**config.mk**
```make
export PLATFORM = sky130hd
export DESIGN_NAME = corr_stim_gen
export DESIGN_NICKNAME = d
export VERILOG_FILES = /design/src/rtl/corr_stim_gen.sv
export SDC_FILE = /design/constraint.sdc
export NUM_CORES = 1
export LEC_CHECK = 0
export ABC_AREA = 1
export CAP_MARGIN = 20
export CORE_MARGIN = 2
export CORE_UTILIZATION = 35
export CTS_CLUSTER_SIZE = 40
export DETAILED_ROUTE_END_ITERATION = 10
export PLACE_DENSITY = 0.66
export SYNTH_ARGS = -nofsm -noshare
export SYNTH_HDL_FRONTEND = slang
export SYNTH_SLANG_ARGS = --single-unit
export TNS_END_PERCENT = 100
```
**constraint.sdc**
```tcl
create_clock -name clk -period 1.4 [get_ports clk]
set_clock_uncertainty 0.05 [all_clocks]
set_input_delay 0.21 -clock clk [delete_from_list [all_inputs] [get_ports clk]]
set_output_delay 0.21 -clock clk [all_outputs]
set_load 0.1 [all_outputs]
```
**src/rtl/corr_stim_gen.sv**
```systemverilog
// Stimulus source for correlation/power-analysis runs: drives SIM*SIM ordered (A,B)
// pairs onto the DUT input bus one phase at a time and strobes each trace window.
module corr_stim_gen #(
    parameter int unsigned IN_SIZE  = 8,
    parameter int unsigned SIM      = 16,
    parameter bit          FULL     = 1'b1,
    parameter int unsigned HOLD_CYC = 1,
    parameter logic [31:0] SEED     = 32'hACE1ACE1,
    localparam int unsigned NPAIR   = SIM * SIM,
    localparam int unsigned IDX_W   = (NPAIR > 1) ? $clog2(NPAIR) : 1
) (
    input  logic               clk,
    input  logic               rst_n,
    input  logic               start,
    input  logic               pause,
    output logic [IN_SIZE-1:0] in_o,
    output logic               sim_begin,
    output logic               sim_end,
    output logic               pair_valid,
    output logic [IN_SIZE-1:0] pair_a,
    output logic [IN_SIZE-1:0] pair_b,
    output logic [IDX_W-1:0]   sim_idx,
    output logic               busy,
    output logic               done
);

    localparam int unsigned CNT_W     = (SIM > 1) ? $clog2(SIM) : 1;
    localparam int unsigned HOLD_W    = (HOLD_CYC > 1) ? $clog2(HOLD_CYC) : 1;
    localparam logic [31:0] LFSR_MASK = 32'h80200003;

    typedef enum logic [1:0] {IDLE, PH_A, PH_B, DONE} state_t;

    state_t             state_q, state_d;
    logic [HOLD_W-1:0]  hold_q;
    logic [CNT_W-1:0]   i_q, j_q, i_d, j_d;
    logic [IDX_W-1:0]   idx_q, idx_d;
    logic [31:0]        lfsr_q, lfsr_step;
    logic [IN_SIZE-1:0] in_q, cur_a_q, pair_a_q, pair_b_q, a_val, b_val;
    logic               begin_q, end_q;
    logic               hold_last, last_pair;
    logic               enter_a, enter_b, first_pair, finish_pair;

    assign hold_last = (hold_q == HOLD_W'(HOLD_CYC - 1));
    assign last_pair = (idx_q == IDX_W'(NPAIR - 1));
    assign lfsr_step = lfsr_q[0] ? ((lfsr_q >> 1) ^ LFSR_MASK) : (lfsr_q >> 1);

    always_ff @(posedge clk or negedge rst_n) begin
        if (!rst_n) begin
            state_q <= IDLE;
        end else begin
            // NOTE: registers take <= so every flop samples pre-edge values
            state_q <= state_d;
        end
    end

    // pause gates every transition, so a frozen FSM raises no phase events
    always_comb begin
        // NOTE: every output gets a default first so no path infers a latch
        state_d     = state_q;
        enter_a     = 1'b0;
        enter_b     = 1'b0;
        first_pair  = 1'b0;
        finish_pair = 1'b0;
        busy        = (state_q == PH_A) || (state_q == PH_B);
        done        = (state_q == DONE);
        if (!pause) begin
            case (state_q)
                IDLE, DONE: begin
                    if (start) begin
                        state_d    = PH_A;
                        enter_a    = 1'b1;
                        first_pair = 1'b1;
                    end
                end
                PH_A: begin
                    if (hold_last) begin
                        state_d = PH_B;
                        enter_b = 1'b1;
                    end
                end
                PH_B: begin
                    if (hold_last) begin
                        finish_pair = 1'b1;
                        if (last_pair) begin
                            state_d = DONE;
                        end else begin
                            state_d = PH_A;
                            enter_a = 1'b1;
                        end
                    end
                end
                default: state_d = IDLE;
            endcase
        end
    end

    // Pair counters: j is the fast index, i advances on each j wrap.
    always_comb begin
        i_d   = i_q;
        j_d   = j_q;
        idx_d = idx_q;
        if (first_pair) begin
            i_d   = '0;
            j_d   = '0;
            idx_d = '0;
        end else if (finish_pair && !last_pair) begin
            idx_d = idx_q + 1'b1;
            if (j_q == CNT_W'(SIM - 1)) begin
                j_d = '0;
                i_d = i_q + 1'b1;
            end else begin
                j_d = j_q + 1'b1;
            end
        end
    end

    assign a_val = FULL ? IN_SIZE'(i_d) : lfsr_step[IN_SIZE-1:0];
    assign b_val = FULL ? IN_SIZE'(j_q) : lfsr_step[IN_SIZE-1:0];

    always_ff @(posedge clk or negedge rst_n) begin
        if (!rst_n) begin
            hold_q   <= '0;
            i_q      <= '0;
            j_q      <= '0;
            idx_q    <= '0;
            lfsr_q   <= SEED;
            in_q     <= '0;
            cur_a_q  <= '0;
            pair_a_q <= '0;
            pair_b_q <= '0;
            begin_q  <= 1'b0;
            end_q    <= 1'b0;
        end else if (!pause) begin
            i_q     <= i_d;
            j_q     <= j_d;
            idx_q   <= idx_d;
            begin_q <= enter_b;
            end_q   <= finish_pair;
            if (enter_a || enter_b || finish_pair) begin
                hold_q <= '0;
            end else if (busy) begin
                hold_q <= hold_q + 1'b1;
            end
            if (enter_a || enter_b) begin
                if (!FULL) begin
                    lfsr_q <= lfsr_step;
                end
                in_q <= enter_a ? a_val : b_val;
            end
            if (enter_a) begin
                cur_a_q <= a_val;
            end
            if (finish_pair) begin
                pair_a_q <= cur_a_q;
                pair_b_q <= in_q;
            end
        end
    end

    // A strobe held while paused stays pending and appears once pause drops.
    assign sim_begin  = begin_q & ~pause;
    assign sim_end    = end_q & ~pause;
    assign pair_valid = end_q & ~pause;
    assign in_o       = in_q;
    assign pair_a     = pair_a_q;
    assign pair_b     = pair_b_q;
    assign sim_idx    = idx_q;

endmodule

```
Word-level counts from Yosys, hierarchy flattened
Index checks and enable logic that the tools add are counted.

word-level totals
  bits in writable memories = 0
  output and inout bits = 37
  latch bits = 0
  memories kept = 0
  register bits = 45
  bits in read-only memories = 0

cells by class
  $add $sub $neg = 4
  divide/modulo/power cells = 0
  bitwise operators = 3
  shift-type cells = 0
  $lt $le $gt $ge = 0
  mux-type cells = 28
  multiply operators = 0
  eq/ne operators = 8
  reduce and logical (&&, ||, !) cells = 15

operators by type and width
  kind                 count
  $mux 4               7
  $mux 8               2
  $mux 1               13
  $reduce_and 2->1     5
  $add 4x1->4 const B  2
  $add 8x1->8 const B  1
  $eq 8x8->1 const B   1
  $mux 2               4
  $ne 2x2->1 const B   3
  $pmux 2 s3           1
  $eq 2x2->1 const B   2
  $eq 4x4->1 const B   1
  $reduce_and 4->1     1
  $reduce_bool 2->1    2
  $logic_or 1x1->1     3
  $and 1x1->1          2
  $eq 2x1->1 const B   1
  $logic_not 2->1      1
  $pmux 1 s2           1
  $reduce_or 2->1      1
  $add 1x1->1 const B  1
  $logic_and 1x1->1    1
  $logic_not 1->1      1
  $not 1->1            1

Depth between registers and ports, before layout
  depth in word-level cells = 9
  gate-level depth with buffers = 10
  depth with buffers taken out = 10

Least setup slack after synthesis
OpenSTA, ideal clock, no wires.

  path kind = reg-to-output
  start point = register end_q
  end point = output port sim_end
  arrival time = 2.121 ns
  setup slack = -0.981 ns
  required time = 1.140 ns
  stages on the path, launching flop included = 4
  cell sequence = dfrtp_1 > inv_1 > nor2_1 > buf_4

on the way
  cells in the longest elaborated chain, start to end = 1

RTL lines
  what                      RTL line  RTL
  start: declaration        39        logic begin_q, end_q;
  start signal: assignment  138       end_q <= finish_pair;
  $and 1x1->1               -
  end: declaration          18        output logic sim_end,

No other way between the ends.

Final worst setup path
  start point = register state_q[1]
  end point = output port busy

on the way
  cells in the longest elaborated chain, start to end = 2
  elaborated cells on any way between the ends = 3

RTL lines
  what                                      RTL line  RTL
  start: declaration                        33        state_t state_q, state_d;
  start signal: assignment                  52        state_q <= state_d;
  $eq 2x1->1 or $eq 2x2->1 (tied branches)  64        busy = (state_q == PH_A) || (state_q == PH_B);
  $logic_or 1x1->1 *                        64
  end: declaration                          23        output logic busy,

Every way passes the cells marked *; elsewhere a longest branch is shown, timed or not.

==> qor.yml <==
status:
  outcome: "finished, violations left"
  violations: "negative setup slack"
worst_setup_path:
  r2r-start: "sim_idx[1]$_DFFE_PN0P_"
  required_ps: 1140
  path_buf_inv: 3
  setup.worst_path.start: "state_q[1]$_DFFE_PN0P_"
  crit_path_max_incr_delay_ps: 420
  endpoint_kind: "output pin"
  critPathTopFamily: "flip-flops"
  worstSetupPathType: "reg -> out"
  cp.arrival_ps: 1370
  cpMaxStageDelayCell: "dfrtp_1"
  worstSetupStartpointType: "flop"
  cp_max_fo: 3
  crit_chain: "ha_4, buf_6, clkinvlp_4, buf_12"
floorplan:
  die_x_um: 80.4
  rows: 27
  core-area_um2: 5570
  ioPinCount: 41
  die_y_um: 80.4
  die-area_um2: 6460
  start_util_pct: 36.6
logic_synthesis:
  synth_top_area_share_pct: 45.4
  syn_area_per_cell_um2: 8.54
  synth_top_area_cell: "dfrtp_1"
  yosys-top-cells-area: "dfrtp_1 (45%), nand2_1 (12%), buf_4 (5.2%), inv_1 (5.0%), ha_1 (4.3%)"
  synth_area_um2: 2040
  synth_cells: 239
  ys_ff_latch: 37
  ys_seq_area_share_pct: 45.4
  yosysWarningCount: 0
  yosysUniqueCellTypes: 25
pwr:
  switchingPower_uw: 2760
  swShare_pct: 46.3
  p_comb_share_pct: 57.0
  p_leak_uw: 0.00170
  power.share.sequential_pct: 24.5
  p_per_area_nw_per_um2: 1740
  p_int_uw: 3200
  power_frac_clock_pct: 18.5
  ir_drop_mv: 1.48
drt:
  antenna_left: 0
  wl_per_cell_um: 12.7
  vias: 1871
  via_per_inst: 4.70
  drt_iter0_markers: 47
  drt-pass1-iter-count: 4
  routed_wl_mm: 5.06
  drcViolationCount: 0
worst_hold_path:
  holdCritPathClass: "in -> async"
cells_and_area:
  regArea_um2: 953
  multi_input_area_um2: 1120
  insertedDiodeCount: 0
  stdcell_count: 398
  syn2layout_area_growth_pct: 67.4
  drive_gt1_share_pct: 46.9
  fill_cells: 451
  fin_nets: 336
placement:
  port_buffers: 28
  dp_hpwl_mm: 3.56
  post-place-cells: 377
  gp_congestion: 0.874
  dpl_worst_slack_ps: -311
sta:
  fin_crit_sh_pct: 117
  max_freq_mhz: 612
  tns_ps: -3620
  rsz0062_at_grt: "yes"
  layout_min_cycle_time_ps: 1630
  hold_viol_final: 0
  slew_violations: 0
  setup_viol: 29
  fin_ws_ps: -234
global_routing:
  grt_pass1_wl_mm: 8.88
  antenna_found_initial: 0
  grt_pass1_vias: 1966
  grt_max_degree: 38
  grt_use_total_pct: 17.5
  overflow: 0
clock_tree:
  numCtsBuffers: 5
  clock-sinks: 37
  htree_num_levels: 2
  cts_root_buf: "clkbuf_8"
  clock_latency_ps: 290
  cts_tree: "yes"
  path_clk_slew_ps: 80
  cts_buffer_depth: 2
flow_run:
  maxCapViolCount: 0
-- power by group through the flow --
stage / registers, µW / logic, µW / clock network (µW)
2_1_floorplan: 2350 / 1160 / 0
3_3_place_gp: 1490 / 3150 / 0
3_5_place_dp: 1490 / 3190 / 0
4_1_cts: 1460 / 3390 / 1130
5_1_grt: 1490 / 3560 / 1170
6_report: 1460 / 3400 / 1100
-- flip-flops by register name (all words and copies together), names as in the netlist --
register  count
pair_b        4
cur_a_q       4
end_q         1
hold_q        1
sim_idx       8
pair_a        4
begin_q       1
j_q           4
i_q           4
state_q       2
in_o          4
-- per-layer routing --
metal / wire [µm] / GRT usage [%] / vias up
met2: 2700 / 30.8 / 45
li1: - / - / 915
met5: 0 / 0 / -
met1: 2060 / 20.8 / 897
met3: 187 / 3.48 / 14
met4: 110 / 6.78 / 0
-- area by class of cell --
| cell class | count | area share, % |
|---|---|---|
| Multi-Input combinational cell | 168 | 32.7 |
| Clock inverter | 3 | 1.90 |
| Tap cell | 72 | 2.64 |
| Sequential cell | 37 | 27.9 |
| Inverter | 31 | 4.25 |
| Timing Repair Buffer | 82 | 28.5 |
| Clock buffer | 5 | 2.01 |
-- cells by family after synthesis --
kind of cell | after synthesis | share of synthesized area [%]
and+or+nand+nor | 112 | 28.0
other | 1 | 0.184
AOI/OAI and AO/OA | 31 | 8.52
DFF | 37 | 45.4
buffers and inverters | 46 | 11.5
xor gates and xnor gates | 5 | 2.15
adders and majority gates | 7 | 4.29
-- metrics by stage --
| step | utilization (%) | hold slack (ps) | power (µW) | cell area (µm²) |
|---|---|---|---|---|
| 2_1_floorplan | - | -136 | 3500 | 2190 |
| 3_3_place_gp | 54.3 | 139 | 4630 | 3030 |
| 3_5_place_dp | 54.3 | 140 | 4680 | 3030 |
| 4_1_cts | 60.8 | 355 | 5980 | 3390 |
| 5_1_grt | 61.3 | 372 | 6220 | 3420 |
| 6_report | 61.3 | 355 | 5960 | 3420 |
-- worst paths after layout --
check,to,slack [ps],depth (start not counted)
worst max register to register,in_o[3]$_DFFE_PN0P_,-200,9
max in group asynchronous,sim_idx[2]$_DFFE_PN0P_,740,3
min in group clk,pair_a[3]$_DFFE_PN0P_,430,2
worst max-delay path,busy,-230,4
worst min register to register,pair_a[3]$_DFFE_PN0P_,430,2
worst min-delay path,sim_idx[7]$_DFFE_PN0P_,360,3
-- worst reg2reg max path, delay by kind of cell, from the launching register on --
kind / cells / cell delay (ps)
compound gates: 1 / 120
simple gates: 7 / 650
flops: 1 / 490
fa+ha+maj: 1 / 190
-- what timing repair did --
item,in CTS,in global routing
setup buffers,10,2
hold endpoints to repair,37,0
pin swaps,12,7
endpoints found under the setup margin,33,31
hold buffers,1,0
cloned,1,0
gates resized for setup,39,7
-- placed cells by master (no fill, tap or decap), types with 2 or more instances in the layout --
master,instances
nand2_4,7
buf_12,26
nand2_8,3
nor2_4,4
ha_4,2
o211ai_1,4
buf_4,44
a21oi_2,7
nor2_1,10
o21ai_2,6
a21oi_1,2
xor2_1,5
o21ai_1,2
nand3_1,10
nand3_2,5
ha_1,3
inv_1,25
nor2_2,2
ha_2,2
nand4_1,5
bufinv_16,2
nand2_2,11
nand2_1,52
buf_6,8
inv_8,3
dfrtp_4,7
nand3_4,3
o21ai_0,8
clkbuf_8,5
conb_1,12
dfrtp_1,29
-- Yosys cell counts --
library cell / number
nand2_8: 3
o2111ai_1: 1
nand2_1: 67
conb_1: 1
o211ai_1: 4
dfrtp_1: 37
nor2_1: 13
nand3_1: 12
nor2_2: 1
inv_4: 2
buf_4: 14
nand4_1: 5
a21oi_1: 9
nand2_4: 2
o21ai_0: 16
nand3b_1: 1
inv_2: 1
ha_1: 7
o211a_1: 1
nand3_2: 6
clkbuf_1: 1
inv_6: 1
nor2_4: 2
xor2_1: 5
inv_1: 27
Note: power is estimated with default switching activity, not from simulation.
